$ cat src/rtl/config_pkg.sv
// Minimal core-configuration package: only the datapath width is consumed here.
package config_pkg;

    typedef struct packed {
        int unsigned XLEN;
    } cva6_cfg_t;

    localparam cva6_cfg_t cva6_cfg_empty = '{XLEN: 64};

endpackage

$ cat src/rtl/shadow_ctx_spill.sv
// Walks the register-file shadow bank and stores each entry as one context-frame
// word at the already-decremented stack pointer; reports done/abort/overrun pulses.
module shadow_ctx_spill #(
    parameter config_pkg::cva6_cfg_t CVA6Cfg          = config_pkg::cva6_cfg_empty,
    parameter int unsigned           NUM_WORDS_SHADOW = 16,
    parameter int unsigned           IDX_WIDTH        = $clog2(NUM_WORDS_SHADOW)
) (
    input  logic                      clk_i,
    input  logic                      rst_ni,
    input  logic                      spill_req_i,
    input  logic                      flush_i,
    input  logic [CVA6Cfg.XLEN-1:0]   sp_i,
    output logic [IDX_WIDTH-1:0]      shadow_raddr_o,
    input  logic [CVA6Cfg.XLEN-1:0]   shadow_rdata_i,
    output logic                      st_req_o,
    input  logic                      st_gnt_i,
    output logic [CVA6Cfg.XLEN-1:0]   st_addr_o,
    output logic [CVA6Cfg.XLEN-1:0]   st_data_o,
    output logic [CVA6Cfg.XLEN/8-1:0] st_be_o,
    output logic                      busy_o,
    output logic                      done_o,
    output logic                      aborted_o,
    output logic                      overrun_o
);

    localparam int unsigned XLEN = CVA6Cfg.XLEN;

    typedef enum logic [1:0] {S_IDLE, S_SPILL, S_DRAIN} state_e;

    state_e               r_state, w_state_nxt;
    logic [IDX_WIDTH-1:0] r_idx;
    logic [XLEN-1:0]      r_base;
    logic                 r_abort, r_done, r_aborted, r_overrun;

    logic                 w_req, w_gnt, w_last, w_start;
    logic [XLEN-1:0]      w_off;

    assign w_req   = (r_state == S_SPILL);
    assign w_gnt   = w_req && st_gnt_i;
    assign w_last  = (r_idx == IDX_WIDTH'(NUM_WORDS_SHADOW - 1));
    assign w_start = (r_state == S_IDLE) && spill_req_i;
    assign w_off   = XLEN'(r_idx) << $clog2(XLEN / 8);

    always_ff @(posedge clk_i or negedge rst_ni) begin
        if (!rst_ni) r_state <= S_IDLE;
        else         r_state <= w_state_nxt;
    end

    // A flush only redirects the FSM once the in-flight request is granted;
    // the final grant always completes the frame.
    always_comb begin
        w_state_nxt = r_state;
        case (r_state)
            S_IDLE:  if (spill_req_i) w_state_nxt = S_SPILL;
            S_SPILL: begin
                if (w_gnt) begin
                    if (w_last)                    w_state_nxt = S_IDLE;
                    else if (r_abort || flush_i)   w_state_nxt = S_DRAIN;
                end
            end
            S_DRAIN: w_state_nxt = S_IDLE;
            default: w_state_nxt = S_IDLE;
        endcase
    end

    always_ff @(posedge clk_i or negedge rst_ni) begin
        if (!rst_ni) begin
            r_idx     <= '0;
            r_base    <= '0;
            r_abort   <= 1'b0;
            r_done    <= 1'b0;
            r_aborted <= 1'b0;
            r_overrun <= 1'b0;
        end else begin
            r_done    <= w_gnt && w_last;
            r_aborted <= (r_state == S_DRAIN);
            r_overrun <= spill_req_i && (r_state != S_IDLE);
            if (w_start) begin
                r_base  <= sp_i;
                r_idx   <= '0;
                r_abort <= 1'b0;
            end
            if (w_req) begin
                if (flush_i) r_abort <= 1'b1;
                // Index parks at 0 whenever the walk ends so the read port idles at 0.
                if (w_gnt) r_idx <= (w_last || r_abort || flush_i) ? '0 : r_idx + 1'b1;
            end
        end
    end

    assign shadow_raddr_o = r_idx;
    assign st_req_o       = w_req;
    assign st_addr_o      = w_req ? r_base + w_off : '0;
    assign st_data_o      = w_req ? shadow_rdata_i : '0;
    assign st_be_o        = {(XLEN / 8){w_req}};
    assign busy_o         = (r_state != S_IDLE);
    assign done_o         = r_done;
    assign aborted_o      = r_aborted;
    assign overrun_o      = r_overrun;

endmodule

$ cat config.mk
export PLATFORM = sky130hd
export DESIGN_NAME = shadow_ctx_spill
export DESIGN_NICKNAME = d
export VERILOG_FILES = /design/src/rtl/config_pkg.sv /design/src/rtl/shadow_ctx_spill.sv
export SDC_FILE = /design/constraint.sdc
export NUM_CORES = 1
export LEC_CHECK = 0
export ABC_AREA = 0
export CAP_MARGIN = 20
export CELL_PAD_IN_SITES_DETAIL_PLACEMENT = 2
export CELL_PAD_IN_SITES_GLOBAL_PLACEMENT = 2
export CORE_UTILIZATION = 22
export CTS_CLUSTER_SIZE = 30
export DETAILED_ROUTE_END_ITERATION = 8
export PLACE_DENSITY = 0.84
export SLEW_MARGIN = 40
export SYNTH_ARGS = -nofsm -noshare
export SYNTH_HDL_FRONTEND = slang
export SYNTH_SLANG_ARGS = --single-unit
$ cat constraint.sdc
create_clock -name clk_i -period 3.5 [get_ports clk_i]
set_clock_uncertainty 0.1 [all_clocks]
set_input_delay 0.7 -clock clk_i [delete_from_list [all_inputs] [get_ports clk_i]]
set_output_delay 0.7 -clock clk_i [all_outputs]
set_load 0.03 [all_outputs]
==> impl_metrics.ini, run 1 <==
[worst_setup_path]
critPathMaxStageDelay_ps = 360
crit_type = register to output pin
crit_required_ps = 2700
cpMaxStageDelayCell = dfrtp_1
crit_chain = ha_2 > fa_2 > a211oi_2 > nor2_2 > buf_6 > nand3_4 > buf_12 > or3_1 > a21oi_1 > buf_12
cp_data_arrival_time_ps = 2690
cp_max_fo = 5
cp-end-kind = output pin
crit_top_cell = buf_12
reg2reg_depth = 4
cp-start-kind = register

[finish]
final_nets = 1005
drive_above_1_share_pct = 27.36
utilization_pct = 40.56
n_fill_cell = 2412
layout_commonest_cell = clkdlybuf4s50_1
regArea_um2 = 1862
syn_to_final_growth_pct = 80.51
most-common-layout-cells = 220 x clkdlybuf4s50_1, 73 x and2_1, 66 x dfrtp_1, 66 x buf_4, 60 x mux2_2
multi_input_area_um2 = 3291

[clocking]
cts_max_level = 3
numCtsBuffers = 9
clock_path_buffers = 2
clock-root-buffer = clkbuf_16
clk-insertion-delay-late_ps = 350
tritoncts = built
clkSlewWorstSetupHoldPaths_ps = 60
hold_buffers = 0
cts_sinks = 74

[power_and_ir_drop]
power.density_nw_per_um2 = 885.2
ir_drop_uv = 383.8
p_leak_nw = 3.575

[logic_synthesis]
synth.top_cell.area_share_pct = 36.29
synth_ff_type = dfrtp_1
syn-num-nets = 706
syn_area_um2 = 5102
synth_seq_area_share_pct = 36.29
synth_top_area_cell = dfrtp_1
yosys_register_bits = 74
synth_edf_count = 0
synth_warnings = 0
async_reset_ff_share_pct = 100.0
synth_area_leaders = dfrtp_1 36%, mux2_2 13%, and2_1 9.1%
netlist_instances = 567
synth_area_per_cell_um2 = 8.999
ys_types = 43

[floorplanning]
die_area_um2 = 23810
core-area_um2 = 22710
die_h_um = 154.3
die_width_um = 154.3
num_io_pins = 278
rows = 55
start_util_pct = 22.47

[global_route]
grt_pass1_vias = 6282
grt_pass1_wl_um = 36750
globalRouteOverflowTotal = 0
grt_max_degree = 75
track_usage_pct = 20.53
antenna_found_initial = 1

[outcome]
status = finished clean

[drt]
vias_per_cell = 4.889
wl_um = 24980
antenna_left = 0
vias = 5652
drt_pre_antenna_iters = 4
wl_per_cell_um = 21.61
first_iter_violations = 136
drc = 0

[place]
portBuffers = 277
dp_hpwl_um = 18520
place_congestion = 0.7978
place_ws_ps = -11.53

[sta]
setup_slack_ps = 7.764
rsz0062_at_grt = yes
worst_pin_slew_ps = 754.0
hold_viol_final = 0
max_freq_ghz = 0.2863
slew_violations = 0
final-setup-viol-count = 0
fin_crit_sh_pct = 99.78
period_minus_slack_ps = 3492
slew_headroom_pct = 49.74

[worst_hold_path]
hold_path.class = input pin to asynchronous set/reset pin

[job]
cap_violations = 0
[through the flow]
stage / hold WS [ps] / area [µm²] / total power [mW] / cells / TNS, ps
final: 288.0 / 9210 / 8.153 / 1156 / 0
after global routing: 341.6 / 9210 / 8.573 / 1156 / -716.8
after CTS: 334.1 / 8977 / 8.116 / 1143 / -37.67
after detailed placement: 363.4 / 8411 / 6.927 / 1114 / -11.53
after global placement: 354.8 / 8407 / 6.781 / 1114 / 0
after floorplan: 304.4 / 5110 / 4.564 / 567 / 0
[critical path, delay by kind of cell (launching register included)]
kind / cells / cell delay, ps
adder cells (fa/ha/maj): 2 / 440
buffers and inverters: 3 / 500
AND/OR/NAND/NOR: 3 / 700
flip-flops: 1 / 360
AO/OA/AOI/OAI: 2 / 330
[cells by family after synthesis]
group / Yosys count / synth area share (%)
AOI/OAI and AO/OA: 78 / 8.951
DFF: 74 / 36.29
buffers and inverters: 44 / 4.022
and+or+nand+nor: 276 / 30.87
muxes: 61 / 13.44
xor gates and xnor gates: 28 / 4.806
adders and majority gates: 6 / 1.618
[cell usage after synthesis (all sizes together), types with 3 or more instances]
master and number:
xor2 24, ha 5, inv 6, nor2b 4
xnor2 4, buf 14, dfrtp 74, mux2 60
nand2 42, a21oi 31, nor2 43, nand3 30
or4 12, or3 17, nor3 5, o31ai 13
clkbuf 24, and2 74, nand2b 3, and3 11
nand4 24, nor4 8, o21ai 25
[sequential cells by signal, indices dropped and copies added, names as in the netlist]
name,flops
r_abort,1
overrun_o,1
aborted_o,1
r_state,2
shadow_raddr_o,4
r_base,64
done_o,1
[where the power goes]
group / switching [mW] / internal (mW) / leakage, nW
Clock: 0.394 / 0.661 / 0.162
Sequential: 0.565 / 1.27 / 0.875
Combinational: 2.95 / 2.32 / 2.54
[final cells by class]
class	instances	share of cell area [%]
clock inverters	4	0.8015
repair buffers	324	36.37
well taps	285	3.872
inverters	6	0.2445
clock buffers	11	2.744
flip-flops and latches	74	20.21
multi-input cells	451	35.73
diodes	1	0.02717
[metal layers]
layer | vias to the layer above | wire [µm] | global-route usage (%)
met5 | - | 0 | 0
met4 | 0 | 1152 | 10.75
met3 | 53 | 1469 | 4.931
met2 | 216 | 13350 | 38.51
met1 | 2770 | 9012 | 21.11
li1 | 2613 | - | -
[repair_timing]
item	in CTS	in global routing
gates cloned	2	1
endpoints found under the setup margin	38	28
buffers inserted	12	11
pin swaps	8	11
resized for setup	25	37
[path summary, 6_finish.rpt]
kind,from,endpoint,slack [ps]
worst min-delay path,rst_ni,r_base[21],290
min in group clk_i,r_state[0],aborted_o,370
worst max register to register,r_state[0],r_base[29],1440
max in group asynchronous,rst_ni,r_base[35],2450
worst max-delay path,r_base[3],st_addr_o[41],8
worst min register to register,r_state[0],aborted_o,370
Note: power is estimated with default switching activity, not from simulation.
==> run 2, diff against run 1 <==
--- a/config.mk
+++ b/config.mk
@@ -12,6 +12,7 @@
 export CORE_UTILIZATION = 22
 export CTS_CLUSTER_SIZE = 30
 export DETAILED_ROUTE_END_ITERATION = 8
+export GPL_ROUTABILITY_DRIVEN = 0
 export PLACE_DENSITY = 0.84
 export SLEW_MARGIN = 40
 export SYNTH_ARGS = -nofsm -noshare
==> results of run 2 <==
No change in the layout: final DEF, timing and power equal those of run 1.
